$ cat src/rtl/lsu_pkg.sv
// Shared constants and types for the load/store unit: access-size encodings,
// FSM state encoding and the byte-enable width.
package lsu_pkg;

    localparam logic [2:0] F3_B  = 3'b000;
    localparam logic [2:0] F3_H  = 3'b001;
    localparam logic [2:0] F3_W  = 3'b010;
    localparam logic [2:0] F3_BU = 3'b100;
    localparam logic [2:0] F3_HU = 3'b101;

    localparam int unsigned BE_W = 4;

    typedef enum logic [1:0] {
        StIdle,
        StReq,
        StWaitR
    } lsu_state_e;

endpackage

$ cat src/rtl/lsu_align.sv
// Combinational lane steering: store replication, byte enables and misalignment
// checks for an incoming access, plus lane extraction/extension for load data.
module lsu_align
    import lsu_pkg::*;
#(
    parameter int unsigned BW = 32
) (
    input  logic [1:0]      st_offset,
    input  logic [2:0]      st_funct3,
    input  logic            st_is_load,
    input  logic            st_is_store,
    input  logic [BW-1:0]   st_data,
    output logic [BW-1:0]   st_wdata,
    output logic [BE_W-1:0] st_be,
    output logic            st_err,
    input  logic [1:0]      ld_offset,
    input  logic [2:0]      ld_funct3,
    input  logic [BW-1:0]   ld_rdata,
    output logic [BW-1:0]   ld_data
);

    logic [7:0]  ld_byte;
    logic [15:0] ld_half;

    always_comb begin
        st_wdata = st_data;
        st_be    = '0;
        st_err   = 1'b0;
        unique case (st_funct3)
            F3_B, F3_BU: begin
                st_be    = 4'b0001 << st_offset;
                st_wdata = {4{st_data[7:0]}};
                // Unsigned variants exist only for loads.
                st_err   = (st_funct3 == F3_BU) && st_is_store;
            end
            F3_H, F3_HU: begin
                st_be    = st_offset[1] ? 4'b1100 : 4'b0011;
                st_wdata = {2{st_data[15:0]}};
                st_err   = st_offset[0] || ((st_funct3 == F3_HU) && st_is_store);
            end
            F3_W: begin
                st_be  = 4'b1111;
                st_err = (st_offset != 2'b00);
            end
            default: st_err = 1'b1;
        endcase
        if (st_is_load && st_is_store) begin
            st_err = 1'b1;
        end
        if (!st_is_load && !st_is_store) begin
            st_err = 1'b0;
        end
    end

    always_comb begin
        unique case (ld_offset)
            2'd0:    ld_byte = ld_rdata[7:0];
            2'd1:    ld_byte = ld_rdata[15:8];
            2'd2:    ld_byte = ld_rdata[23:16];
            default: ld_byte = ld_rdata[31:24];
        endcase
        ld_half = ld_offset[1] ? ld_rdata[31:16] : ld_rdata[15:0];
        unique case (ld_funct3)
            F3_B:    ld_data = {{(BW-8){ld_byte[7]}}, ld_byte};
            F3_BU:   ld_data = {{(BW-8){1'b0}}, ld_byte};
            F3_H:    ld_data = {{(BW-16){ld_half[15]}}, ld_half};
            F3_HU:   ld_data = {{(BW-16){1'b0}}, ld_half};
            default: ld_data = ld_rdata;
        endcase
    end

endmodule

$ cat src/rtl/load_store_unit.sv
// Memory-access pipeline stage: accepts one EX result, runs the data-memory
// request/response handshake and presents a registered result to WriteBack.
module load_store_unit
    import lsu_pkg::*;
#(
    parameter int unsigned BW = 32,
    parameter int unsigned OW = 10
) (
    input  logic            clk,
    input  logic            rst,
    input  logic            ex_valid,
    output logic            ex_ready,
    input  logic [BW-1:0]   ex_alu_out,
    input  logic [BW-1:0]   ex_store_data,
    input  logic [4:0]      ex_rd,
    input  logic            ex_mem_read,
    input  logic            ex_mem_write,
    input  logic            ex_reg_write,
    input  logic [2:0]      ex_funct3,
    output logic            dm_req,
    output logic            dm_we,
    output logic [OW-1:0]   dm_addr,
    output logic [BW-1:0]   dm_wdata,
    output logic [BE_W-1:0] dm_be,
    input  logic            dm_gnt,
    input  logic            dm_rvalid,
    input  logic [BW-1:0]   dm_rdata,
    output logic [4:0]      mem_rd,
    output logic            mem_reg_write,
    output logic            wb_valid,
    output logic [4:0]      wb_rd,
    output logic [BW-1:0]   wb_data,
    output logic            wb_reg_write,
    output logic            access_err
);

    lsu_state_e    state;
    logic          held_valid;
    logic [4:0]    held_rd;
    logic          held_rw;
    logic [1:0]    held_offset;
    logic [2:0]    held_f3;

    logic          is_mem;
    logic [BW-1:0] st_wdata;
    logic [BE_W-1:0] st_be;
    logic          st_err;
    logic [BW-1:0] ld_data;

    assign is_mem        = ex_mem_read || ex_mem_write;
    assign ex_ready      = (state == StIdle);
    assign mem_rd        = held_valid ? held_rd : 5'd0;
    assign mem_reg_write = held_valid && held_rw;

    lsu_align #(
        .BW (BW)
    ) u_align (
        .st_offset   (ex_alu_out[1:0]),
        .st_funct3   (ex_funct3),
        .st_is_load  (ex_mem_read),
        .st_is_store (ex_mem_write),
        .st_data     (ex_store_data),
        .st_wdata    (st_wdata),
        .st_be       (st_be),
        .st_err      (st_err),
        .ld_offset   (held_offset),
        .ld_funct3   (held_f3),
        .ld_rdata    (dm_rdata),
        .ld_data     (ld_data)
    );

    always_ff @(posedge clk or negedge rst) begin
        if (!rst) begin
            state        <= StIdle;
            held_valid   <= 1'b0;
            held_rd      <= '0;
            held_rw      <= 1'b0;
            held_offset  <= '0;
            held_f3      <= '0;
            dm_req       <= 1'b0;
            dm_we        <= 1'b0;
            dm_addr      <= '0;
            dm_wdata     <= '0;
            dm_be        <= '0;
            wb_valid     <= 1'b0;
            wb_rd        <= '0;
            wb_data      <= '0;
            wb_reg_write <= 1'b0;
            access_err   <= 1'b0;
        end else begin
            wb_valid     <= 1'b0;
            wb_reg_write <= 1'b0;
            access_err   <= 1'b0;
            // The held op is visible through its wb_valid cycle, then the stage empties.
            if (wb_valid) begin
                held_valid <= 1'b0;
            end
            unique case (state)
                StIdle: begin
                    if (ex_valid) begin
                        held_valid  <= 1'b1;
                        held_rd     <= ex_rd;
                        held_offset <= ex_alu_out[1:0];
                        held_f3     <= ex_funct3;
                        if (!is_mem) begin
                            held_rw      <= ex_reg_write;
                            wb_valid     <= 1'b1;
                            wb_rd        <= ex_rd;
                            wb_data      <= ex_alu_out;
                            wb_reg_write <= ex_reg_write;
                        end else if (st_err) begin
                            held_rw    <= 1'b0;
                            wb_valid   <= 1'b1;
                            wb_rd      <= ex_rd;
                            wb_data    <= '0;
                            access_err <= 1'b1;
                        end else begin
                            held_rw  <= ex_mem_read && ex_reg_write;
                            state    <= StReq;
                            dm_req   <= 1'b1;
                            dm_we    <= ex_mem_write;
                            dm_addr  <= ex_alu_out[OW+1:2];
                            dm_wdata <= st_wdata;
                            dm_be    <= st_be;
                        end
                    end
                end
                StReq: begin
                    if (dm_gnt) begin
                        dm_req <= 1'b0;
                        if (dm_we) begin
                            state    <= StIdle;
                            wb_valid <= 1'b1;
                            wb_rd    <= held_rd;
                        end else begin
                            state <= StWaitR;
                        end
                    end
                end
                StWaitR: begin
                    if (dm_rvalid) begin
                        state        <= StIdle;
                        wb_valid     <= 1'b1;
                        wb_rd        <= held_rd;
                        wb_data      <= ld_data;
                        wb_reg_write <= held_rw;
                    end
                end
                default: state <= StIdle;
            endcase
        end
    end

endmodule

$ cat config.mk
export PLATFORM = sky130hd
export DESIGN_NAME = load_store_unit
export DESIGN_NICKNAME = d
export VERILOG_FILES = /design/src/rtl/lsu_pkg.sv /design/src/rtl/lsu_align.sv /design/src/rtl/load_store_unit.sv
export SDC_FILE = /design/constraint.sdc
export NUM_CORES = 1
export LEC_CHECK = 0
export ABC_AREA = 0
export ABC_CLOCK_PERIOD_IN_PS = 3100
export CELL_PAD_IN_SITES_DETAIL_PLACEMENT = 1
export CELL_PAD_IN_SITES_GLOBAL_PLACEMENT = 1
export CORE_ASPECT_RATIO = 0.75
export CORE_MARGIN = 2
export CORE_UTILIZATION = 30
export DETAILED_ROUTE_END_ITERATION = 6
export HOLD_SLACK_MARGIN = 0.15
export PLACE_DENSITY = 0.79
export SKIP_LAST_GASP = 1
export SYNTH_ARGS = -nofsm -noshare
export SYNTH_HDL_FRONTEND = slang
export SYNTH_SLANG_ARGS = --single-unit
$ cat constraint.sdc
create_clock -name clk -period 3.1 [get_ports clk]
set_input_delay 0.31 -clock clk [delete_from_list [all_inputs] [get_ports clk]]
set_output_delay 0.31 -clock clk [all_outputs]
set_load 0.01 [all_outputs]
# Word-level counts from Yosys, hierarchy flattened
# Index checks and enable logic that the tools add are counted.
# word_totals
out_inout_bits	95
ff_bits	102
inputBits	112
elab_cells	115
# classes
n_eq_ne	18
n_reduce_logical	26
n_mux	53
n_shift	1
bitwise	1
# op_table
operator	n
32-bit 2-to-1 mux	4
32-bit case mux with 2 select lines	2
32-bit case mux with 4 select lines	1
5-bit 2-to-1 mux	7
8-bit case mux with 3 select lines	1
1-bit 2-to-1 mux	23
16-bit 2-to-1 mux	1
5-bit case mux with 3 select lines	1
3-bit equality test (second input constant)	4
2-bit 2-to-1 mux	6
4-bit case mux with 3 select lines	1
2-bit != test (second input constant)	5
5-bit AND reduction	2
4-bit AND reduction	2
3-bit by 1-bit equality test with 1-bit output (second input constant)	2
1-bit logical AND	6
3-bit zero test	2
1-bit case mux with 3 select lines	2
2-bit case mux with 3 select lines	1
6-bit AND reduction	1
2-bit nonzero test	3
2-bit by 1-bit equality test with 1-bit output (second input constant)	2
2-bit equality test (second input constant)	2
2-bit zero test	2
12 further kinds	16

# Logic depth before layout (Yosys ltp)
# Gate-level depths: netlist of run 1.
# logic_depth
word_depth	10
depth_mapped	10
ltp_nobuf	7

# By module
# From an unflattened synthesis of run 1, not the netlist that was laid out.
# unflattened
cells_unflattened	557
hier_area_um2	5947.0
# modules_own_cells
module	cells_per_inst	area_each_um2	n_inst	seq_area_each_um2
load_store_unit	374	4620.7	1	2552.4
lsu_align	183	1326.3	1	0.0

# Worst setup path before layout of run 1
# No wires, ideal clock.
# synth_path
path_type	reg2reg
start	register state[0]
end	register wb_data[21]
stages_incl_launch_ff	8
slack_ns	1.124
t_arrival_ns	1.835
setup_time_ns	0.141
path_buffers	2
period_less_slack_ns	1.976
t_required_ns	2.959
cell_sequence	dfrtp_1 inv_1 ha_1 clkbuf_1 o211ai_1 a31oi_4 clkbuf_1 a31oi_1
# synth_via
elab_chain_cells	3
word_cells_on_any_way	8
cone_classes	eq/ne (4); mux (1); reduce/logical (3)
# synth_lines
element	line_no	rtl
from (decl)	load_store_unit.sv:37	lsu_state_e state;
from (signal assigned)	load_store_unit.sv:74	state <= StIdle;
from (signal assigned)	load_store_unit.sv:119	state <= StReq;
from (signal assigned)	load_store_unit.sv:132	state <= StIdle;
2-bit zero test (*)	-	
net ex_ready	load_store_unit.sv:12	output logic ex_ready,
3-bit by 2-bit != test with 1-bit output (no source line), or another cell as far along	-	
4-bit AND reduction (no source line)	-	
to (signal assigned)	load_store_unit.sv:109	wb_data <= ex_alu_out;
to (signal assigned)	load_store_unit.sv:145	wb_data <= ld_data;
to (decl)	load_store_unit.sv:32	output logic [BW-1:0] wb_data,
# Mark *: on every way through the listed nets, which the timed path passes. The rest lies on a longest branch.
# A chain may end at the register's enable or synchronous reset.

# Final worst setup path of run 1
# layout_path
start	register state[0]
end	register wb_data[0]
# layout_via
elab_chain_cells	3
word_cells_on_any_way	8
cone_classes	eq/ne (4); mux (1); reduce/logical (3)
# layout_lines
element	line_no	rtl
2-bit equality test / 2-bit zero test (equally long branches)	load_store_unit.sv:98	unique case (state)
2-bit != test (no source line), or another cell as far along	-	
4-bit AND reduction (no source line)	-	
# Parallel ways exist; a longest one is shown, timed or not.

==> results of run 1 <==
layer usage:
metal / wire [um] / GRT usage, %
met5: 0 / 0
met3: 1135 / 4.658
met2: 8816 / 33.49
met1: 9145 / 29.39
met4: 417 / 5.966
where the power goes:
part / switching, mW / total [mW] / internal [mW]
sequential: 0.489 / 2.48 / 1.99
combinational: 1.89 / 3.82 / 1.93
clock: 0.526 / 1.26 / 0.736
kinds of logic (layout without fill, tap and decap cells):
| kind of cell | after synthesis | after routing | synth area share [%] |
|---|---|---|---|
| simple gates | 201 | 201 | 16.23 |
| flops | 102 | 102 | 48.33 |
| fa+ha+maj | 4 | 4 | 0.9477 |
| mux | 47 | 47 | 9.547 |
| compound gates | 155 | 155 | 19.88 |
| buf+inv | 52 | 246 | 5.070 |
layout make-up:
type                    count  area [sq um]
fillers                  1929          9164
flip-flops and latches    102          2552
multi-input cells         407          2470
repair buffers            220          2180
well taps                 236         295.3
clock buffers              10         239.0
clock inverters             6         93.84
inverters                  10         37.54
final timing paths:
kind	startpoint	cells past startpoint	endpoint	slack [ns]
hold reg to reg	wb_valid	1	held_valid	0.46
setup / recovery	state[0]	7	wb_data[0]	0.54
min in group asynchronous	rst	2	wb_data[12]	0.51
setup reg to reg	state[0]	7	wb_data[0]	0.54
max in group asynchronous	rst	3	wb_rd[4]	1.82
hold / removal	wb_valid	1	held_valid	0.46
worst reg2reg max path: cells and delay by family, from the launching register on:
| kind | cells | cell delay [ns] |
|---|---|---|
| compound gates | 3 | 1.14 |
| buf+inv | 2 | 0.32 |
| flops | 1 | 0.39 |
| fa+ha+maj | 1 | 0.30 |
| simple gates | 1 | 0.25 |
cells in the final DEF, fill, tap and decap left out, drive strengths merged, types with 2 or more instances in the layout:
cell type        n
clkbuf          10
dfrtp          102
nand2b           8
inv             11
nor2            46
a211oi           3
o41ai            3
nor3b            2
o21a             3
a31oi           22
a21o             4
o21ai           48
nor2b            2
buf             14
nor3             7
clkinv           2
mux2i           29
o22ai            5
nand3b           3
nand3            9
bufinv           2
a21oi           15
mux2            17
ha               4
a22oi           17
a221oi          19
or2              2
nand2          114
o31ai            5
and2             7
clkdlybuf4s50  205
o211ai           2
metrics by stage:
stage,util (%),power [mW],instance area [sq um],instances
CTS,46.19,7.636,7868,991
detailed placement,44.18,6.326,7525,974
finish,46.19,7.564,7868,991
global placement,44.18,6.150,7525,974
floorplan,-,4.357,5281,561
global route,46.19,8.081,7868,991
state kept, by name, indices dropped and copies added (netlist names), 2 cells and up:
name	count
held_f3	3
held_rd	5
dm_addr	10
wb_rd	5
dm_be	4
state	2
dm_wdata	32
wb_data	32
held_offset	2
==> metrics.csv, run 1 <==
stage;metric;value;unit
logic_synthesis;yosysTopAreaCell;dfrtp_1;
status;status;completed;
flow_run;drv_cap;0;
cells_and_area;diodes;0;
sta;skew;0.005701;ns
floorplan;pin_count;207;
clock_tree;clk_pin_slew_worst_paths;0.07;ns
detailed_routing;wirelength;19510;um
placed_design;io_buffers;206;
clock_tree;cts_resized;0;
worst_setup_path;critPathBufInv;2;
detailed_routing;drt-vias-per-instance;5.149;
logic_synthesis;syn_inst;561;
logic_synthesis;synth_top_area_share;48.33;%
worst_setup_path;critPathSlowestCell;a221oi_1;
sta;hold_ws;0.4624;ns
sta;period_share;82.69;%
detailed_routing;wl_per_cell;19.69;um
logic_synthesis;synth-seq-cells;102;
worst_setup_path;crit_chain;inv_1 > ha_1 > buf_4 > nand2_1 > o21ai_0 > a221oi_1 > o21ai_0;
cells_and_area;drive_gt1_share;7.815;%
clock_tree;clock_latency;0.35;ns
logic_synthesis;synthMostInstantiatedCell;nand2_1;
cells_and_area;area_growth;48.97;%
floorplan;die_x;157.2;um
worst_setup_path;worstPathArrival;2.76;ns
detailed_routing;ant_nets;0;
sta;slew_headroom;14.06;%
grt;antenna_found_initial;0;
sta;fmax;0.3901;GHz
sta;rsz0062_at_grt;no;
logic_synthesis;synth_commonest_cells;nand2_1, dfrtp_1, nor2_1;
floorplan;start_util;31.01;%
grt;overflow;0;
logic_synthesis;synth_flop_cell;dfrtp_1;
floorplan;rows;41;
sta;slew_violations;0;
floorplan;core_area;0.01703;sq mm
clock_tree;cts_buffers;9;
worst_setup_path;slowest_delay;0.62;ns
sta;setup_viol;0;
grt;grt_pass1_vias;5500;
logic_synthesis;synth-seq-area-share;48.33;%
sta;tns;0;ns
grt;grt_pass1_wl;30930;um
logic_synthesis;synth_cell_type_count;48;
placed_design;gp_congestion;0.8957;
logic_synthesis;async_flop_share;100.0;%
detailed_routing;remaining_drc_errors;0;
logic_synthesis;syn-num-nets;677;
sta;timing.final.ws_setup;0.5368;ns
clock_tree;cts_buffer_depth;2;
worst_setup_path;cp.required;3.30;ns
grt;track_usage;21.25;%
grt;grt_max_degree;68;
worst_setup_path;critPathKind;reg -> reg;
cells_and_area;layout.nets;866;
clock_tree;cts_tree;built;
worst_setup_path;path_common_cell;o21ai_0;
power_and_ir_drop;p_per_area;961.4;mW/mm^2
power_and_ir_drop;p_leak;3.293;nW
worst_setup_path;critPathLaunchType;register;
detailed_routing;num_vias;5103;
sta;tightestPinTransition;1.287;ns
logic_synthesis;synth-edff-count;0;
clock_tree;postCtsSetupBuffers;0;
worst_hold_path;hold_class;reg -> reg;
detailed_routing;drt_pre_antenna_iters;4;
detailed_routing;drt_iter0_drc;327;
logic_synthesis;yosys-top-cells-area;dfrtp_1, nand2_1, mux2i_1;
sta;hold_viol_final;0;
clock_tree;cts-root-buf;clkbuf_16;
logic_synthesis;syn_area;0.005281;sq mm
power_and_ir_drop;ir_drop;330.4;uV
clock_tree;htreeDepth;3;
clock_tree;cts.sink_count;102;
worst_setup_path;endpoint_kind;register;
clock_tree;ctsHoldBuffers;1;
logic_synthesis;yosysWarnings;0;
floorplan;die_h;118.9;um
sta;layout_min_cycle_time;2.563;ns
placed_design;dp_slack;0.3994;ns
logic_synthesis;syn_avg_cell_area;9.414;sq um
floorplan;dieArea;0.01869;sq mm
worst_setup_path;critPathTopFamily;compound AO/OA/AOI/OAI gates;
placed_design;dpl.hpwl;14850;um
worst_setup_path;crit_fanout;17;
Note: power is estimated with default switching activity, not from simulation.
==> inputs of run 2 (changes only) <==
ABC_CLOCK_PERIOD_IN_PS = 2300   (was 3100)
CORE_UTILIZATION = 29   (was 30)
PLACE_DENSITY = 0.8   (was 0.79)
clock period = 2.3 ns   (was 3.1 ns; I/O delays follow)
==> run 2 against run 1 <==
Register-to-register slack worse by 0.32 ns. Worst hold slack worse by 0.011 ns. Flip-flop and latch count unchanged. Combinational power up 42%. Clock-buffer cell count up 1. Clock power up 15%. Critical path depth down 2. Clock skew about the same. Largest power group unchanged. Highest routed layer unchanged.
==> metrics.csv, run 2 (synthesis results as in run 1) <==
stage;metric;value;unit
grt;grt_max_degree;67;
power_and_ir_drop;clockPowerShare;14.2;%
clock_tree;cts-root-buf;clkbuf_16;
flow_run;drv_cap;0;
detailed_routing;wl_per_cell;19.06;um
cells_and_area;area_growth;52.85;%
power_and_ir_drop;ir_drop;527.8;uV
cells_and_area;final_cell_mix;clkdlybuf4s50_1, nand2_1, dfrtp_1;
power_and_ir_drop;power_frac_comb;53.3;%
worst_setup_path;crit_fanout;14;
clock_tree;clock_latency;0.35;ns
power_and_ir_drop;p_int;6.235;mW
placed_design;io_buffers;206;
clock_tree;cts_tree;built;
worst_setup_path;critPathLaunchType;register;
clock_tree;cts_buffers;9;
power_and_ir_drop;p_per_area;1259;mW/mm^2
floorplan;rows;42;
sta;timing.final.ws_setup;0.2201;ns
floorplan;die_x;159.8;um
sta;hold_viol_final;0;
cells_and_area;layout.nets;889;
worst_setup_path;endpoint_kind;register;
detailed_routing;drt_iter0_drc;242;
sta;slew_headroom;48.26;%
placed_design;gp_congestion;0.8841;
power_and_ir_drop;p_sw;3.930;mW
sta;slew_violations;0;
placed_design;dp_cells;1003;
sta;tightestPinTransition;0.7761;ns
clock_tree;cts.sink_count;102;
detailed_routing;wirelength;19440;um
worst_setup_path;rr_endpoint;wb_data[2];
sta;setup_viol;0;
grt;antenna_found_initial;0;
cells_and_area;final_common_cell;clkdlybuf4s50_1;
cells_and_area;reg_top3;dm_wdata x32, wb_data x32, dm_addr x10;
grt;grt_pass1_vias;5390;
worst_setup_path;r2r_slack;0.22;ns
clock_tree;htreeDepth;3;
floorplan;die_h;120.9;um
clock_tree;clk_pin_slew_worst_paths;0.07;ns
detailed_routing;remaining_drc_errors;0;
sta;skew;0.005413;ns
power_and_ir_drop;p_leak;3.400;nW
worst_setup_path;r2r_start;held_f3[0];
worst_hold_path;worstHoldStart;ex_alu_out[6];
grt;overflow;0;
sta;layout_min_cycle_time;2.080;ns
sta;fmax;0.4808;GHz
sta;period_share;90.43;%
worst_hold_path;hold_class;in -> reg;
status;status;completed;
worst_setup_path;critPathKind;reg -> reg;
floorplan;core_area;0.01776;sq mm
floorplan;start_util;29.73;%
clock_tree;postCtsSetupBuffers;0;
worst_setup_path;r2r_cells;5;
worst_hold_path;hold_depth;3;
power_and_ir_drop;p_sw_share;38.66;%
worst_hold_path;hold-path-endpoint;dm_addr[4];
detailed_routing;drt_pre_antenna_iters;6;
cells_and_area;drive_gt1_share;10.54;%
floorplan;pin_count;207;
placed_design;dpl.hpwl;14990;um
detailed_routing;num_vias;5105;
sta;rsz0062_at_grt;no;
grt;grt_pass1_wl;30770;um
grt;track_usage;20.26;%
placed_design;dp_slack;-0.06292;ns
worst_setup_path;worstPathArrival;2.34;ns
cells_and_area;diodes;0;
detailed_routing;drt-vias-per-instance;5.005;
detailed_routing;ant_nets;0;
worst_setup_path;cp.required;2.56;ns
cells_and_area;fill_cells;2062;
cells_and_area;final_cells;1020;
clock_tree;cts_buffer_depth;2;
power_and_ir_drop;power_frac_seq;32.5;%
floorplan;dieArea;0.01932;sq mm
run 2: cell types whose count changed in the layout (fill, tap and decap cells not counted), moves of 2 or more:
cell and delta:
buf_12 +6, buf_4 +17, bufinv_16 -2, clkbuf_1 +2, clkinv_2 +2, ha_1 -2, ha_2 +2
run 2: metal layers:
| layer | vias to the layer above | routed length (um) | track usage (%) |
|---|---|---|---|
| li1 | 2427 | - | - |
| met1 | 2521 | 9286 | 28.78 |
| met2 | 135 | 8712 | 30.98 |
| met3 | 22 | 1043 | 4.682 |
| met4 | 0 | 395 | 5.743 |
| met5 | - | 0 | 0 |
run 2: cell type report:
class | instances | area, sq um | share of cell area, %
clock inverters | 5 | 35.03 | 0.4340
inverters | 10 | 37.54 | 0.4650
flip-flops and latches | 102 | 2552 | 31.62
multi-input cells | 407 | 2485 | 30.78
well taps | 242 | 302.8 | 3.751
repair buffers | 243 | 2427 | 30.07
clock buffers | 11 | 232.7 | 2.883
run 2: per-stage QoR:
step	power [mW]	hold slack, ns	util [%]	area [sq um]	setup TNS, ns
2_1_floorplan	5.872	-0.06559	-	5281	0
3_3_place_gp	8.559	0.3491	43.80	7780	0
3_5_place_dp	8.735	0.3563	43.80	7780	-0.3737
4_1_cts	10.24	0.4372	45.36	8058	0
5_1_grt	10.92	0.4620	45.45	8073	0
6_report	10.17	0.4516	45.45	8073	0
run 2: critical path: stages (launching register included):
cell	delay, ns
dfrtp_1	0.70
nand2b_1	0.45
nand3_1	0.19
a31oi_1	0.38
a221oi_1	0.09
o21ai_0	0.18
run 2: how the worst max path moves through the flow:
stage                  from     endpoint  slack, ns  depth (start not counted)
2_1_floorplan      state[0]  wb_data[21]       0.32                          7
3_3_place_gp   dm_rdata[23]  wb_data[27]       0.03                          4
3_5_place_dp   dm_rdata[23]  wb_data[26]      -0.06                          4
4_1_cts            state[0]  wb_data[26]       0.03                          7
5_1_grt            state[0]  wb_data[10]       0.04                          7
6_report         held_f3[0]   wb_data[2]       0.22                          5
run 2: power groups by stage:
stage	Clock, mW	Combinational, mW	Sequential, mW
2_1_floorplan	0	2.35	3.52
5_1_grt	1.58	5.91	3.43
3_5_place_dp	0	5.42	3.32
3_3_place_gp	0	5.26	3.30
6_report	1.45	5.42	3.30
4_1_cts	1.49	5.44	3.30
run 2: what timing repair did:
| item | 4_1_cts | 5_1_grt |
|---|---|---|
| hold buffers | 1 | 0 |
| gates resized for setup | 0 | 3 |
| hold endpoints to repair | 53 | 0 |
| setup endpoints to repair | 0 | 18 |
==> inputs of run 3 (changes only) <==
CTS_BUF_LIST = sky130_fd_sc_hd__clkbuf_16   (was not set)
==> run 3 against run 2 <==
Flip-flop and latch count did not move. Clock-buffer cell count fell by 2. Worst setup slack gained 0.0022 ns.
==> metrics.csv, run 3 (synthesis results as in run 1) <==
stage;metric;value;unit
cells_and_area;diodes;0;
detailed_routing;wirelength;19440;um
sta;hold_viol_final;0;
detailed_routing;drt-vias-per-instance;5.012;
sta;slew_headroom;48.12;%
cells_and_area;area_growth;52.85;%
detailed_routing;num_vias;5112;
grt;antenna_found_initial;0;
worst_setup_path;cp.required;2.56;ns
floorplan;die_x;159.8;um
worst_setup_path;critPathLaunchType;register;
cells_and_area;reg_top3;dm_wdata x32, wb_data x32, dm_addr x10;
sta;skew;0.005207;ns
worst_setup_path;slowest_delay;0.42;ns
power_and_ir_drop;p_leak;3.408;nW
status;status;completed;
cells_and_area;final_cell_mix;clkdlybuf4s50_1, nand2_1, dfrtp_1;
worst_setup_path;worstPathArrival;2.34;ns
sta;layout_min_cycle_time;2.078;ns
clock_tree;cts_buffer_depth;2;
sta;rsz0062_at_grt;no;
clock_tree;clk_pin_slew_worst_paths;0.07;ns
worst_setup_path;critPathTopFamily;compound AO/OA/AOI/OAI gates;
floorplan;rows;42;
cells_and_area;layout.nets;889;
worst_setup_path;crit_chain;inv_1 > ha_2 > buf_4 > nand2b_1 > nor2_1 > o311ai_4 > a31oi_1;
clock_tree;htreeDepth;3;
worst_setup_path;crit_fanout;16;
power_and_ir_drop;ir_drop;527.8;uV
sta;slew_violations;0;
floorplan;pin_count;207;
detailed_routing;ant_nets;0;
grt;grt_max_degree;67;
grt;overflow;0;
grt;busiest_layer;met2;
grt;grt_pass1_wl;30770;um
sta;setup_viol;0;
worst_setup_path;endpoint_kind;register;
floorplan;core_area;0.01776;sq mm
detailed_routing;remaining_drc_errors;0;
floorplan;die_h;120.9;um
clock_tree;clock_latency;0.35;ns
detailed_routing;wl_per_cell;19.06;um
clock_tree;cts_buffers;9;
cells_and_area;drive_gt1_share;10.54;%
grt;track_usage;20.26;%
floorplan;dieArea;0.01932;sq mm
clock_tree;postCtsSetupBuffers;0;
power_and_ir_drop;total_power;10.15;mW
worst_setup_path;critPathSlowestCell;dfrtp_1;
cells_and_area;final_common_cell;clkdlybuf4s50_1;
clock_tree;cts.sink_count;102;
clock_tree;cts-root-buf;clkbuf_16;
placed_design;dpl.hpwl;14990;um
placed_design;io_buffers;206;
clock_tree;cts_tree;built;
placed_design;gp_congestion;0.8841;
sta;period_share;90.34;%
detailed_routing;drt_iter0_drc;243;
grt;grt_use_met1;28.78;%
detailed_routing;drt_pre_antenna_iters;6;
worst_hold_path;hold_class;in -> reg;
floorplan;start_util;29.73;%
flow_run;drv_cap;0;
sta;tightestPinTransition;0.7782;ns
worst_setup_path;critPathBufInv;2;
worst_setup_path;critPathKind;reg -> reg;
sta;fmax;0.4813;GHz
sta;hold_ws;0.4521;ns
grt;grt_pass1_vias;5390;
cells_and_area;fill_cells;2062;
grt;use_met3;4.682;%
grt;grtUsageMet2;30.98;%
power_and_ir_drop;p_per_area;1258;mW/mm^2
-- run 3: cell count changes in the layout (fill, tap and decap cells not counted) --
| cell | delta |
|---|---|
| clkbuf_1 | -2 |
| inv_1 | +2 |
-- run 3: through the flow --
| stage | std cells | setup WS (ns) | utilization (%) | setup TNS [ns] | area (sq um) |
|---|---|---|---|---|---|
| after floorplan | 561 | 0.3240 | - | 0 | 5281 |
| after global placement | 1003 | 0.02735 | 43.80 | 0 | 7780 |
| after detailed placement | 1003 | -0.06292 | 43.80 | -0.3737 | 7780 |
| after CTS | 1020 | 0.02817 | 45.36 | 0 | 8058 |
| after global routing | 1020 | 0.03666 | 45.45 | 0 | 8073 |
| final | 1020 | 0.2223 | 45.45 | 0 | 8073 |
-- run 3: path summary, 6_finish.rpt --
kind | slack (ns) | start | depth (start not counted) | endpoint
setup reg to reg | 0.22 | state[0] | 7 | wb_data[26]
max in group asynchronous | 1.19 | rst | 3 | dm_wdata[21]
min in group asynchronous | 0.49 | rst | 2 | wb_data[12]
hold reg to reg | 0.48 | wb_valid | 1 | held_valid
setup / recovery | 0.22 | state[0] | 7 | wb_data[26]
hold / removal | 0.45 | ex_alu_out[6] | 3 | dm_addr[4]
-- run 3: area by class of cell --
class / count / area [sq um] / share of cell area (%)
multi-input cells: 407 / 2485 / 30.78
flip-flops and latches: 102 / 2552 / 31.62
repair buffers: 243 / 2427 / 30.07
well taps: 242 / 302.8 / 3.751
clock inverters: 7 / 42.54 / 0.5270
clock buffers: 9 / 225.2 / 2.790
inverters: 10 / 37.54 / 0.4650
-- run 3: layer usage --
metal | vias up | part of all wire [%]
li1 | 2427 | -
met1 | 2521 | 48
met2 | 142 | 45
met3 | 22 | 5.6
met4 | 0 | 2.0
met5 | - | 0
-- run 3: timing repair --
| item | CTS | global route |
|---|---|---|
| gates resized for setup | 0 | 3 |
| hold buffers | 1 | 0 |
| endpoints found under the setup margin | 0 | 18 |
| endpoints found under the hold margin | 53 | 0 |
-- run 3: power by group --
| part | switching (mW) | internal (mW) | total [mW] |
|---|---|---|---|
| clock network | 0.711 | 0.730 | 1.44 |
| registers | 0.621 | 2.68 | 3.30 |
| logic | 2.60 | 2.82 | 5.41 |
-- run 3: worst reg2reg max path: stages (launching register included) --
cell and delay, ns:
dfrtp_1 0.42, inv_1 0.10, ha_2 0.30, buf_4 0.19
nand2b_1 0.16, nor2_1 0.25, o311ai_4 0.29, a31oi_1 0.28
